[src/rtl/regbank_write_sched_pkg.sv]
// rtl/regbank_write_sched_pkg.sv - shared widths, state and requester encodings for the write scheduler
package regbank_pkg;

    localparam int DATA_W   = 8;
    localparam int ADDR_W   = 5;
    localparam int NUM_REGS = 32;
    localparam int IDX_W    = $clog2(NUM_REGS) + 1;

    typedef enum logic {
        ST_INIT = 1'b0,
        ST_RUN  = 1'b1
    } state_t;

    typedef enum logic {
        REQ_ALU = 1'b0,
        REQ_MEM = 1'b1
    } req_id_t;

endpackage

[src/rtl/regbank_write_sched_if.sv]
// rtl/regbank_write_sched_if.sv - write-back request/grant handshakes and register bank write port
interface regbank_write_sched_if;
    import regbank_pkg::*;

    logic              alu_req;
    logic [ADDR_W-1:0] alu_addr;
    logic [DATA_W-1:0] alu_data;
    logic              alu_gnt;
    logic              mem_req;
    logic [ADDR_W-1:0] mem_addr;
    logic [DATA_W-1:0] mem_data;
    logic              mem_gnt;
    logic              rf_write;
    logic [ADDR_W-1:0] rf_write_reg;
    logic [DATA_W-1:0] rf_write_data;
    logic              init_done;

    modport master (
        output alu_req, alu_addr, alu_data, mem_req, mem_addr, mem_data,
        input  alu_gnt, mem_gnt, rf_write, rf_write_reg, rf_write_data, init_done
    );

    modport slave (
        input  alu_req, alu_addr, alu_data, mem_req, mem_addr, mem_data,
        output alu_gnt, mem_gnt, rf_write, rf_write_reg, rf_write_data, init_done
    );
endinterface

[src/rtl/regbank_write_sched_arb.sv]
// rtl/regbank_write_sched_arb.sv - two-way round-robin arbiter holding the last-granted flop
module rr_arb2
    import regbank_pkg::*;
(
    input  logic       clk,
    input  logic       reset_n,
    input  logic [1:0] req,
    input  logic       enable,
    output logic [1:0] gnt
);

    req_id_t last;

    always_comb begin
        gnt = 2'b00;
        if (enable) begin
            if (req == 2'b11)
                gnt = (last == REQ_MEM) ? 2'b01 : 2'b10;
            else
                gnt = req;
        end
    end

    // Reset to MEM so ALU wins the first tie
    always_ff @(posedge clk or negedge reset_n) begin
        if (!reset_n)
            last <= REQ_MEM;
        else if (gnt[0])
            last <= REQ_ALU;
        else if (gnt[1])
            last <= REQ_MEM;
    end

endmodule

[src/rtl/regbank_write_sched.sv]
// rtl/regbank_write_sched.sv - clears the register bank on reset/clear, then schedules ALU/MEM write-backs
module regbank_write_sched
    import regbank_pkg::*;
#(
    parameter bit ZERO_LOCK = 1'b1
) (
    input  logic                  clk,
    input  logic                  reset_n,
    input  logic                  clear,
    regbank_write_sched_if.slave  bus
);

    state_t            state, state_nxt;
    logic [IDX_W-1:0]  idx, idx_nxt;
    logic              wr_nxt;
    logic [ADDR_W-1:0] reg_nxt, sel_addr;
    logic [DATA_W-1:0] data_nxt, sel_data;
    logic [1:0]        gnt;

    rr_arb2 u_arb (
        .clk     (clk),
        .reset_n (reset_n),
        .req     ({bus.mem_req, bus.alu_req}),
        .enable  ((state == ST_RUN) && !clear),
        .gnt     (gnt)
    );

    assign bus.alu_gnt   = gnt[0];
    assign bus.mem_gnt   = gnt[1];
    assign bus.init_done = (state == ST_RUN);
    assign sel_addr      = gnt[1] ? bus.mem_addr : bus.alu_addr;
    assign sel_data      = gnt[1] ? bus.mem_data : bus.alu_data;

    always_comb begin
        state_nxt = state;
        idx_nxt   = idx;
        wr_nxt    = 1'b0;
        reg_nxt   = bus.rf_write_reg;
        data_nxt  = bus.rf_write_data;
        if (clear) begin
            state_nxt = ST_INIT;
            idx_nxt   = '0;
        end else begin
            case (state)
                ST_INIT: begin
                    wr_nxt   = 1'b1;
                    reg_nxt  = ADDR_W'(idx);
                    data_nxt = '0;
                    idx_nxt  = idx + 1'b1;
                    if (idx == IDX_W'(NUM_REGS - 1))
                        state_nxt = ST_RUN;
                end
                ST_RUN: begin
                    // A locked register-0 write is still granted (consumed) but never strobed
                    if (|gnt && !(ZERO_LOCK && sel_addr == '0)) begin
                        wr_nxt   = 1'b1;
                        reg_nxt  = sel_addr;
                        data_nxt = sel_data;
                    end
                end
                default: state_nxt = ST_INIT;
            endcase
        end
    end

    always_ff @(posedge clk or negedge reset_n) begin
        if (!reset_n) begin
            state             <= ST_INIT;
            idx               <= '0;
            bus.rf_write      <= 1'b0;
            bus.rf_write_reg  <= '0;
            bus.rf_write_data <= '0;
        end else begin
            state             <= state_nxt;
            idx               <= idx_nxt;
            bus.rf_write      <= wr_nxt;
            bus.rf_write_reg  <= reg_nxt;
            bus.rf_write_data <= data_nxt;
        end
    end

endmodule

[src/flat_wrapper.sv]
// flat-port wrapper written by rule: the top's interface ports become plain ports
module regbank_write_sched_flat import regbank_pkg::*;
#(
    parameter bit ZERO_LOCK = 1'b1
)
  (clk, reset_n, clear, bus_alu_req, bus_alu_addr, bus_alu_data, bus_mem_req, bus_mem_addr, bus_mem_data, bus_alu_gnt, bus_mem_gnt, bus_rf_write, bus_rf_write_reg, bus_rf_write_data, bus_init_done);
  regbank_write_sched_if bus_i ();
  input  logic clk;
  input  logic reset_n;
  input  logic clear;
  input wire logic [$bits(bus_i.alu_req)-1:0] bus_alu_req;
  input wire logic [$bits(bus_i.alu_addr)-1:0] bus_alu_addr;
  input wire logic [$bits(bus_i.alu_data)-1:0] bus_alu_data;
  input wire logic [$bits(bus_i.mem_req)-1:0] bus_mem_req;
  input wire logic [$bits(bus_i.mem_addr)-1:0] bus_mem_addr;
  input wire logic [$bits(bus_i.mem_data)-1:0] bus_mem_data;
  output wire logic [$bits(bus_i.alu_gnt)-1:0] bus_alu_gnt;
  output wire logic [$bits(bus_i.mem_gnt)-1:0] bus_mem_gnt;
  output wire logic [$bits(bus_i.rf_write)-1:0] bus_rf_write;
  output wire logic [$bits(bus_i.rf_write_reg)-1:0] bus_rf_write_reg;
  output wire logic [$bits(bus_i.rf_write_data)-1:0] bus_rf_write_data;
  output wire logic [$bits(bus_i.init_done)-1:0] bus_init_done;
  assign bus_i.alu_req = bus_alu_req;
  assign bus_i.alu_addr = bus_alu_addr;
  assign bus_i.alu_data = bus_alu_data;
  assign bus_i.mem_req = bus_mem_req;
  assign bus_i.mem_addr = bus_mem_addr;
  assign bus_i.mem_data = bus_mem_data;
  assign bus_alu_gnt = bus_i.alu_gnt;
  assign bus_mem_gnt = bus_i.mem_gnt;
  assign bus_rf_write = bus_i.rf_write;
  assign bus_rf_write_reg = bus_i.rf_write_reg;
  assign bus_rf_write_data = bus_i.rf_write_data;
  assign bus_init_done = bus_i.init_done;
  regbank_write_sched #(.ZERO_LOCK(ZERO_LOCK)) u_core (.clk(clk), .reset_n(reset_n), .clear(clear), .bus(bus_i));
endmodule
[config.mk]
export PLATFORM = sky130hd
export DESIGN_NAME = regbank_write_sched_flat
export DESIGN_NICKNAME = d
export VERILOG_FILES = /design/src/rtl/regbank_write_sched_pkg.sv /design/src/rtl/regbank_write_sched_if.sv /design/src/rtl/regbank_write_sched_arb.sv /design/src/rtl/regbank_write_sched.sv /design/src/flat_wrapper.sv
export SDC_FILE = /design/constraint.sdc
export NUM_CORES = 1
export LEC_CHECK = 0
export CORE_ASPECT_RATIO = 1.4
export CORE_MARGIN = 3
export CORE_UTILIZATION = 29
export DETAILED_ROUTE_END_ITERATION = 8
export PLACE_DENSITY_LB_ADDON = 0.3
export SKIP_LAST_GASP = 1
export SYNTH_ARGS = -nofsm -noshare
export SYNTH_HDL_FRONTEND = slang
export SYNTH_SLANG_ARGS = --single-unit
[constraint.sdc]
create_clock -name clk -period 4.5 [get_ports clk]
set_input_delay 0.675 -clock clk [delete_from_list [all_inputs] [get_ports clk]]
set_output_delay 0.675 -clock clk [all_outputs]
set_load 0.005 [all_outputs]
After elaboration in Yosys (flattened, before gate mapping)
Cells that the tools add are included. Widths: inputs -> output; s select.

Bits in registers: 22. Bits of input ports: 31. Output and inout port bits: 17. Word-level logic and storage cells: 40.

Add/subtract/negate cells: 1. Equal/unequal tests: 4. Mux-type cells: 19. Bitwise operators: 2. Reductions and logical operators: 8.

Operators with widths (count): $mux 8 (2); $pmux 8 s2 (1); $mux 6 (2); $mux 5 (2); $pmux 5 s2 (1); $mux 1 (7); $add 6x1->6 const B (1); $eq 6x5->1 const B (1); $mux 2 (3); $logic_not 5->1 (1); $ne 2x2->1 const B (2); $eq 2x2->1 const B (1); $logic_and 1x1->1 (2); $logic_not 1->1 (2); $not 1->1 (2); $pmux 1 s2 (1); $reduce_and 2->1 (1); $reduce_bool 2->1 (1); $reduce_or 2->1 (1).

Logic depth before layout (Yosys ltp)
Gate-level depths: netlist (run 1).

Word-level depth: 10. Depth in mapped cells: 6. Mapped depth without buffers: 5.

By module
From an unflattened synthesis (run 1), not the netlist that was laid out.

Cells, all modules: 122. Area total of the unflattened synthesis: 1214.9 µm².

By module, submodules not included: regbank_write_sched (instances 1, cells each 114, area an instance 1152.4 µm², seq. area each 525.5 µm²); rr_arb2 (instances 1, cells each 8, area an instance 62.6 µm², seq. area each 26.3 µm²).

Worst setup path after synthesis (run 1)
No wires, ideal clock.

Kind: input-to-reg. Start point: in bus_mem_req. End point: reg u_core.bus.rf_write_data[0]. Library setup time: 0.125 ns. Arrival: 1.891 ns. Data required time: 4.375 ns. Path slack: 2.484 ns. Stages on the path: 5. Buffers on the path: 1. Cells stage by stage: a21bo_2 -> a311o_1 -> a31oi_4 -> buf_12 -> mux2_4.

Cells in the longest elaborated chain, start to end: 9. Elaborated cells on any way between the ends: 13. Those cells by class: eq/ne: 2; mux: 6; reduce/logical: 5.

RTL lines: start, declared (line flat_wrapper.sv:14) `input wire logic [$bits(bus_i.mem_req)-1:0] bus_mem_req;`; $eq 2x2->1 (line regbank_write_sched_arb.sv:17) `if (req == 2'b11)`; $mux 2 (*) (line regbank_write_sched_arb.sv:17); $mux 2 (*) (line regbank_write_sched_arb.sv:16) `if (enable) begin`; $mux 5 (line regbank_write_sched.sv:31) `assign sel_addr = gnt[1] ? bus.mem_addr : bus.alu_addr;`; $logic_not 5->1 (line regbank_write_sched.sv:55) `if (|gnt && !(ZERO_LOCK && sel_addr == '0)) begin`; $logic_not 1->1 (line regbank_write_sched.sv:55); $logic_and 1x1->1 (line regbank_write_sched.sv:55); $ne 2x2->1 (no line); $reduce_and 2->1 (no line); end signal, assigned (line regbank_write_sched.sv:78) `bus.rf_write_data <= data_nxt;`; end, declared (line regbank_write_sched_if.sv:25) `output alu_gnt, mem_gnt, rf_write, rf_write_reg, rf_write_data, init_done`.

Mark *: on every way between the ends. The rest lies on a longest branch, timed or not. The select of a mux whose other input is x is not followed. A chain may end at the register's enable or synchronous reset.

Worst setup path after layout (run 1)
Start point: in clear. End point: out bus_alu_gnt.

Cells in the longest elaborated chain, start to end: 3.

RTL lines: start, declared (line flat_wrapper.sv:10) `input logic clear;`; $logic_not 1->1 (line regbank_write_sched.sv:24) `.enable ((state == ST_RUN) && !clear),`; $logic_and 1x1->1 (line regbank_write_sched.sv:24); $mux 2 (line regbank_write_sched_arb.sv:16); end, declared (line flat_wrapper.sv:17) `output wire logic [$bits(bus_i.alu_gnt)-1:0] bus_alu_gnt;`.

Every way passes these cells.

==> metrics.txt, run 1 <==
Seq/Total Area, Yosys=0.424; run status=completed; final net count=204; Row Count=28; async set-reset flop share out of synthesis=1.00; final slew viol count=0; clock network fraction of total power=0.328; I/O Buffers=47; gpl congestion=0.946; WHS Endpoint=u_core.bus.rf_write_data[5]; via count=1163; Core Util, Final=0.431; clk_lat worst skew=0.26 ns; Sequential Power Share=0.493; RSZ-0062 raised after global routing=false; crit path DAT=2.51 ns; GRT Residual Overflow=0; post-DP HPWL=2.68 mm; adder-cell area share of the yosys netlist=0.00962; compound-cell area share of the yosys netlist=0.177; final period utilization=0.707; Cells after DPL=227; GRT Total Usage=0.141; vias in the first global route=1201; xor/xnor cell area share of the yosys netlist=0.0337; first-pass GRT wire length=5.96 mm; flops & latches, synth=22; Post-synth EDFFs=0; fin crit period=3.18 ns; CP delay by family, top=buffers and inverters; Mapped Cells=129; hold depth=1; commonest register cell after synthesis=dfrtp_1; io pins=48; Yosys Warn Count=0; initial antenna violation count=0; TritonCTS clock tree=built; # clock sinks=22; Setup Buffers After CTS=0; footprint of the multi-input gates=677 µm²; length in cells of the worst reg-to-reg path=4; Worst R2R Setup Slack=2.08 ns; Layout Area Growth over Synthesis=41.9%; DRC viols=0; clk root buf=clkbuf_8; initial DRC count=91; Hold Vio Cnt, Final=0; crit-path cells=clkdlybuf4s50_1 > nand2b_1 > nor2_1 > clkdlybuf4s50_1; die area=5330 µm²; Syn Nets=161; main combinational cell family by area after synthesis=compound AO/OA/AOI/OAI gates; number of CTS-inserted buffers=3; vias per inst=5.03; DRT antenna net count=0; # diodes=0; Clock Skew=0.00223 ns; TritonRoute pass-1 iters=4; NetSw=0.0999 mW; chip width=62.6 µm; total of max-cap violations=0; fill count=445; Die H=85.2 µm; Crit Reg-Reg Startpoint=u_core.bus.init_done; Crit path required time=3.83 ns; design internal power=0.327 mW; Distinct cells, synth=30; pin count of the biggest net entering global routing=30; Leak Pwr=0.742 nW; register area=552 µm²; Hold Crit Start=u_core.bus.rf_write_data[5]; hold-fix buffers at CTS=0; Hold Crit Class=reg -> reg; Net Sw Frac=0.234; Worst path slowest cell=clkdlybuf4s50_1; simple-gate share of the synthesized area=0.154; biggest cell delay along the critical path=0.70 ns; peak supply drop=0.0000890 V; Layout Cells excl Fill=231; post-DR wirelength/cell=15.5 µm; CP Launch Type=input pin; Combinational Power Share=0.179; CP endpoint kind=primary output; max reg flops=8; mux contribution to synthesized area=0.146; synthesized cell area=1300 µm²; clock slew at reported path FFs=0.08 ns; Crit path buffers/inverters=2; FMAX=0.314 GHz; worst slew pin tran=0.997 ns; Routed WL=3.58 mm; terminus of the critical flop-to-flop path=u_core.bus.rf_write_data[3]; setup_tns=0 ns; post_cts resized=0; Worst Path Max Fanout=18; Core Area=4270 µm²; Syn Area/Cell=10.1 µm²; Starting Density=0.304; layout cell share with drive strength beyond 1=0.123; PwrDens=232 nW/µm²; clk buf depth=2; critical path type=in -> out; Setup violations, final=0; htree depth=1; Crit path top cell by count=clkdlybuf4s50_1; Slew headroom=0.333
how the worst max path moves through the flow:
stage                 from                     endpoint  slack [ns]  cells past startpoint
2_1_floorplan  bus_mem_req  u_core.bus.rf_write_data[0]        2.48                      5
3_5_place_dp         clear                  bus_alu_gnt        1.31                      4
5_1_grt              clear                  bus_mem_gnt        1.15                      4
6_report             clear                  bus_alu_gnt        1.32                      4
3_3_place_gp         clear                  bus_alu_gnt        1.39                      4
4_1_cts              clear                  bus_alu_gnt        1.31                      4
cells in the mapped netlist (2+ instances only):
library cell | n | area share
a21boi_0 | 8 | 0.046
a31oi_1 | 6 | 0.029
buf_2 | 2 | 0.0077
clkbuf_1 | 6 | 0.017
dfrtp_1 | 21 | 0.40
inv_1 | 2 | 0.0058
mux2_2 | 4 | 0.035
mux2_4 | 9 | 0.10
nand3_1 | 15 | 0.058
nor2_1 | 17 | 0.049
nor2b_1 | 3 | 0.014
nor4_1 | 2 | 0.0096
o21ai_0 | 14 | 0.054
xnor2_1 | 2 | 0.013
xor2_1 | 3 | 0.020
metal layers:
metal	GRT usage	part of all wire
met5	0	0
met2	0.271	0.54
met4	0.0422	0.011
met3	0.0344	0.064
met1	0.148	0.38
layout by cell type, fill, tap and decap left out, drive strengths merged, types with 3 or more instances in the layout:
master | netlist | layout
a21boi | 9 | 9
a31oi | 7 | 7
clkbuf | 6 | 4
clkdlybuf4s50 | 0 | 47
dfrtp | 21 | 21
mux2 | 13 | 13
nand3 | 15 | 15
nor2 | 17 | 17
nor2b | 3 | 3
o21ai | 14 | 14
xor2 | 3 | 3
stage by stage:
stage / setup WS, ns / hold slack (ns) / total power, mW / instance area [µm²]
2_1_floorplan: 2.48 / 0.379 / 0.245 / 1300
3_3_place_gp: 1.39 / 0.491 / 0.289 / 1790
3_5_place_dp: 1.31 / 0.493 / 0.291 / 1790
4_1_cts: 1.31 / 0.517 / 0.433 / 1840
5_1_grt: 1.15 / 0.524 / 0.450 / 1840
6_report: 1.32 / 0.513 / 0.427 / 1840
power groups by stage:
| stage | registers, mW | logic, mW | clock network, mW |
|---|---|---|---|
| floorplan | 0.214 | 0.0318 | 0 |
| global placement | 0.214 | 0.0747 | 0 |
| detailed placement | 0.214 | 0.0765 | 0 |
| CTS | 0.210 | 0.0773 | 0.146 |
| global route | 0.211 | 0.0831 | 0.155 |
| finish | 0.210 | 0.0766 | 0.140 |
cells by family after synthesis:
kind of cell,after synthesis
AO/OA/AOI/OAI,34
XOR/XNOR,5
adder cells (fa/ha/maj),1
buffers and inverters,12
flip-flops,22
multiplexers,14
AND/OR/NAND/NOR,41
layout make-up:
type,instances,share of cell area
inverters,2,0.00407
well taps,60,0.0407
multi-input cells,95,0.367
clock buffers,4,0.0299
flip-flops and latches,22,0.299
repair buffers,48,0.259
Note: power is estimated with default switching activity, not from simulation.
==> run 2: changes to the inputs <==
Clock period 4.5 ns to 2.8 ns, I/O delays scaled along.
==> run 2 against run 1 <==
  * Sequential share of layout area decreased by 0.60 points
  * Flip-flop and latch count unchanged
  * Via count is 2.6% lower
  * Clock power is 61% higher
  * Non-clock buffer count increased by 5
  * Routed wire length is 2.0% lower
  * Clock skew about the same
  * Hold slack worse by 0.0041 ns
  * Combinational power up 64%
  * First-iteration DRC count decreased by 48%
  * Global-route usage rose by 0.42 points
  * Critical endpoint is now bus_mem_gnt
  * Largest power group unchanged
==> metrics.txt, run 2 (synthesis gave the netlist of run 1 again) <==
setup_tns=0 ns (unchanged); GR peak layer=met2; Core Area=4270 µm² (unchanged); NetSw=0.161 mW (+61%); Clock Skew=0.00219 ns (-0.0000331 ns); post_cts resized=0 (unchanged); met2 GRT Util=0.254 (-0.0165); vias in the first global route=1169 (-2.7%); post-DP HPWL=2.74 mm (+2.5%); length in cells of the worst reg-to-reg path=5 (+1); clk root buf=clkbuf_8; Net Sw Frac=0.233 (-0.000758); vias per inst=4.80 (-4.6%); number of CTS-inserted buffers=3 (unchanged); commonest non-fill, non-tap cell in the layout=clkdlybuf4s50_1; critical path type=in -> out; layout cell share with drive strength beyond 1=0.148 (+0.0249); # diodes=0 (unchanged); Routed WL=3.51 mm (-2.0%); fill count=418 (-6.1%); clock network fraction of total power=0.328 (about the same); final slew viol count=0 (unchanged); pin count of the biggest net entering global routing=23 (-23%); most frequent cells in the layout=clkdlybuf4s50_1, dfrtp_1, nor2_1; Setup violations, final=0 (unchanged); final net count=209 (+2.5%); final hold slack=0.508 ns (-0.00413 ns); peak supply drop=0.000148 V (+66%); Row Count=28 (unchanged); I/O Buffers=47 (unchanged); Slew headroom=0.557 (+0.224); TritonRoute pass-1 iters=4 (unchanged); met3 GRT Util=0.0344 (unchanged); total of max-cap violations=0 (unchanged); Leak Pwr=0.767 nW (+3.3%); fin crit period=2.40 ns; initial DRC count=47 (-48%); Worst Path Max Fanout=14 (-4); Starting Density=0.304 (unchanged); met1 Use GR=0.167 (+0.0192); PwrDens=367 nW/µm² (+58%); first-pass GRT wire length=6.09 mm (+2.1%); fin worst setup slack=0.397 ns (-0.920 ns); run status=completed; Hold Crit Class=in -> async; GRT Total Usage=0.145 (+0.00421); TritonCTS clock tree=built; Crit path required time=2.38 ns (-1.45 ns); RSZ-0062 raised after global routing=false; worst slew pin tran=0.663 ns (-0.334 ns); # clock sinks=22 (unchanged); clk_lat worst skew=0.26 ns (about the same); Sequential Power Share=0.490 (-0.003); CP Launch Type=input pin; crit path DAT=1.98 ns (-0.53 ns); FMAX=0.416 GHz; clock slew at reported path FFs=0.07 ns (about the same); initial antenna violation count=0 (unchanged); DRT antenna net count=0 (unchanged); Worst R2R Setup Slack=0.86 ns (-1.22 ns); chip width=62.6 µm (unchanged); Combinational Power Share=0.182 (+0.003); CP endpoint kind=primary output; design internal power=0.530 mW (+62%); post-DR wirelength/cell=14.9 µm (-4.1%); terminus of the critical flop-to-flop path=u_core.bus.rf_write_data[1]; GRT Residual Overflow=0 (unchanged); Crit Reg-Reg Startpoint=u_core.bus.init_done; max reg flops=8 (unchanged); io pins=48 (unchanged); via count=1133 (-2.6%); htree depth=1 (unchanged); DRC viols=0 (unchanged); gpl congestion=0.880 (-7.1%); Layout Area Growth over Synthesis=44.8%; Setup Buffers After CTS=0 (unchanged); Die H=85.2 µm (unchanged); clk buf depth=2 (unchanged); hold-fix buffers at CTS=0 (unchanged); die area=5330 µm² (unchanged); Hold Vio Cnt, Final=0 (unchanged); final period utilization=0.858; Setup WS pre-CTS=0.358 ns (-0.955 ns)
## run 2: cell types whose count changed in the layout (fill, tap and decap cells not counted)
cell | before | now
buf_4 | 1 | 6
## run 2: per-stage QoR
step	power, mW	instance area, µm²	std cells	utilization
after floorplan	0.394	1300	129	-
after global placement	0.470	1830	232	0.427
after detailed placement	0.471	1830	232	0.427
after CTS	0.700	1880	236	0.440
after global routing	0.727	1880	236	0.440
final	0.691	1880	236	0.440
## run 2: area by class of cell
cell class / count / area (µm²) / area share
multi-input cells: 95 / 677 / 0.360
well taps: 60 / 75.1 / 0.0399
flip-flops and latches: 22 / 552 / 0.293
repair buffers: 53 / 515 / 0.274
clock buffers: 4 / 55.1 / 0.0293
inverters: 2 / 7.51 / 0.00399
## run 2: power by group through the flow
stage | combinational (mW) | sequential, mW | clock, mW
final | 0.126 | 0.339 | 0.226
after global placement | 0.125 | 0.344 | 0
after CTS | 0.127 | 0.339 | 0.234
after floorplan | 0.0511 | 0.343 | 0
after global routing | 0.138 | 0.341 | 0.248
after detailed placement | 0.126 | 0.345 | 0
## run 2: per-layer routing
| layer | vias up | share of wire | routed length [µm] |
|---|---|---|---|
| met3 | 4 | 0.061 | 215 |
| li1 | 553 | - | - |
| met5 | - | 0 | 0 |
| met4 | 0 | 0.015 | 53 |
| met2 | 38 | 0.52 | 1830 |
| met1 | 538 | 0.40 | 1410 |
## run 2: critical path: stages
cell	delay, ns
clkdlybuf4s50_1	0.54
a21bo_2	0.25
buf_4	0.17
nor2_1	0.09
clkdlybuf4s50_1	0.51
## run 2: worst max-delay path by stage
stage,start,endpoint,slack (ns),depth (start not counted)
2_1_floorplan,u_core.bus.init_done,u_core.bus.rf_write_data[0],0.97,6
3_3_place_gp,bus_mem_req,u_core.bus.rf_write_data[5],0.39,6
3_5_place_dp,bus_mem_req,u_core.bus.rf_write_data[1],0.36,6
4_1_cts,bus_mem_req,bus_mem_gnt,0.41,5
5_1_grt,bus_mem_req,bus_mem_gnt,0.31,5
6_report,bus_mem_req,bus_mem_gnt,0.40,5
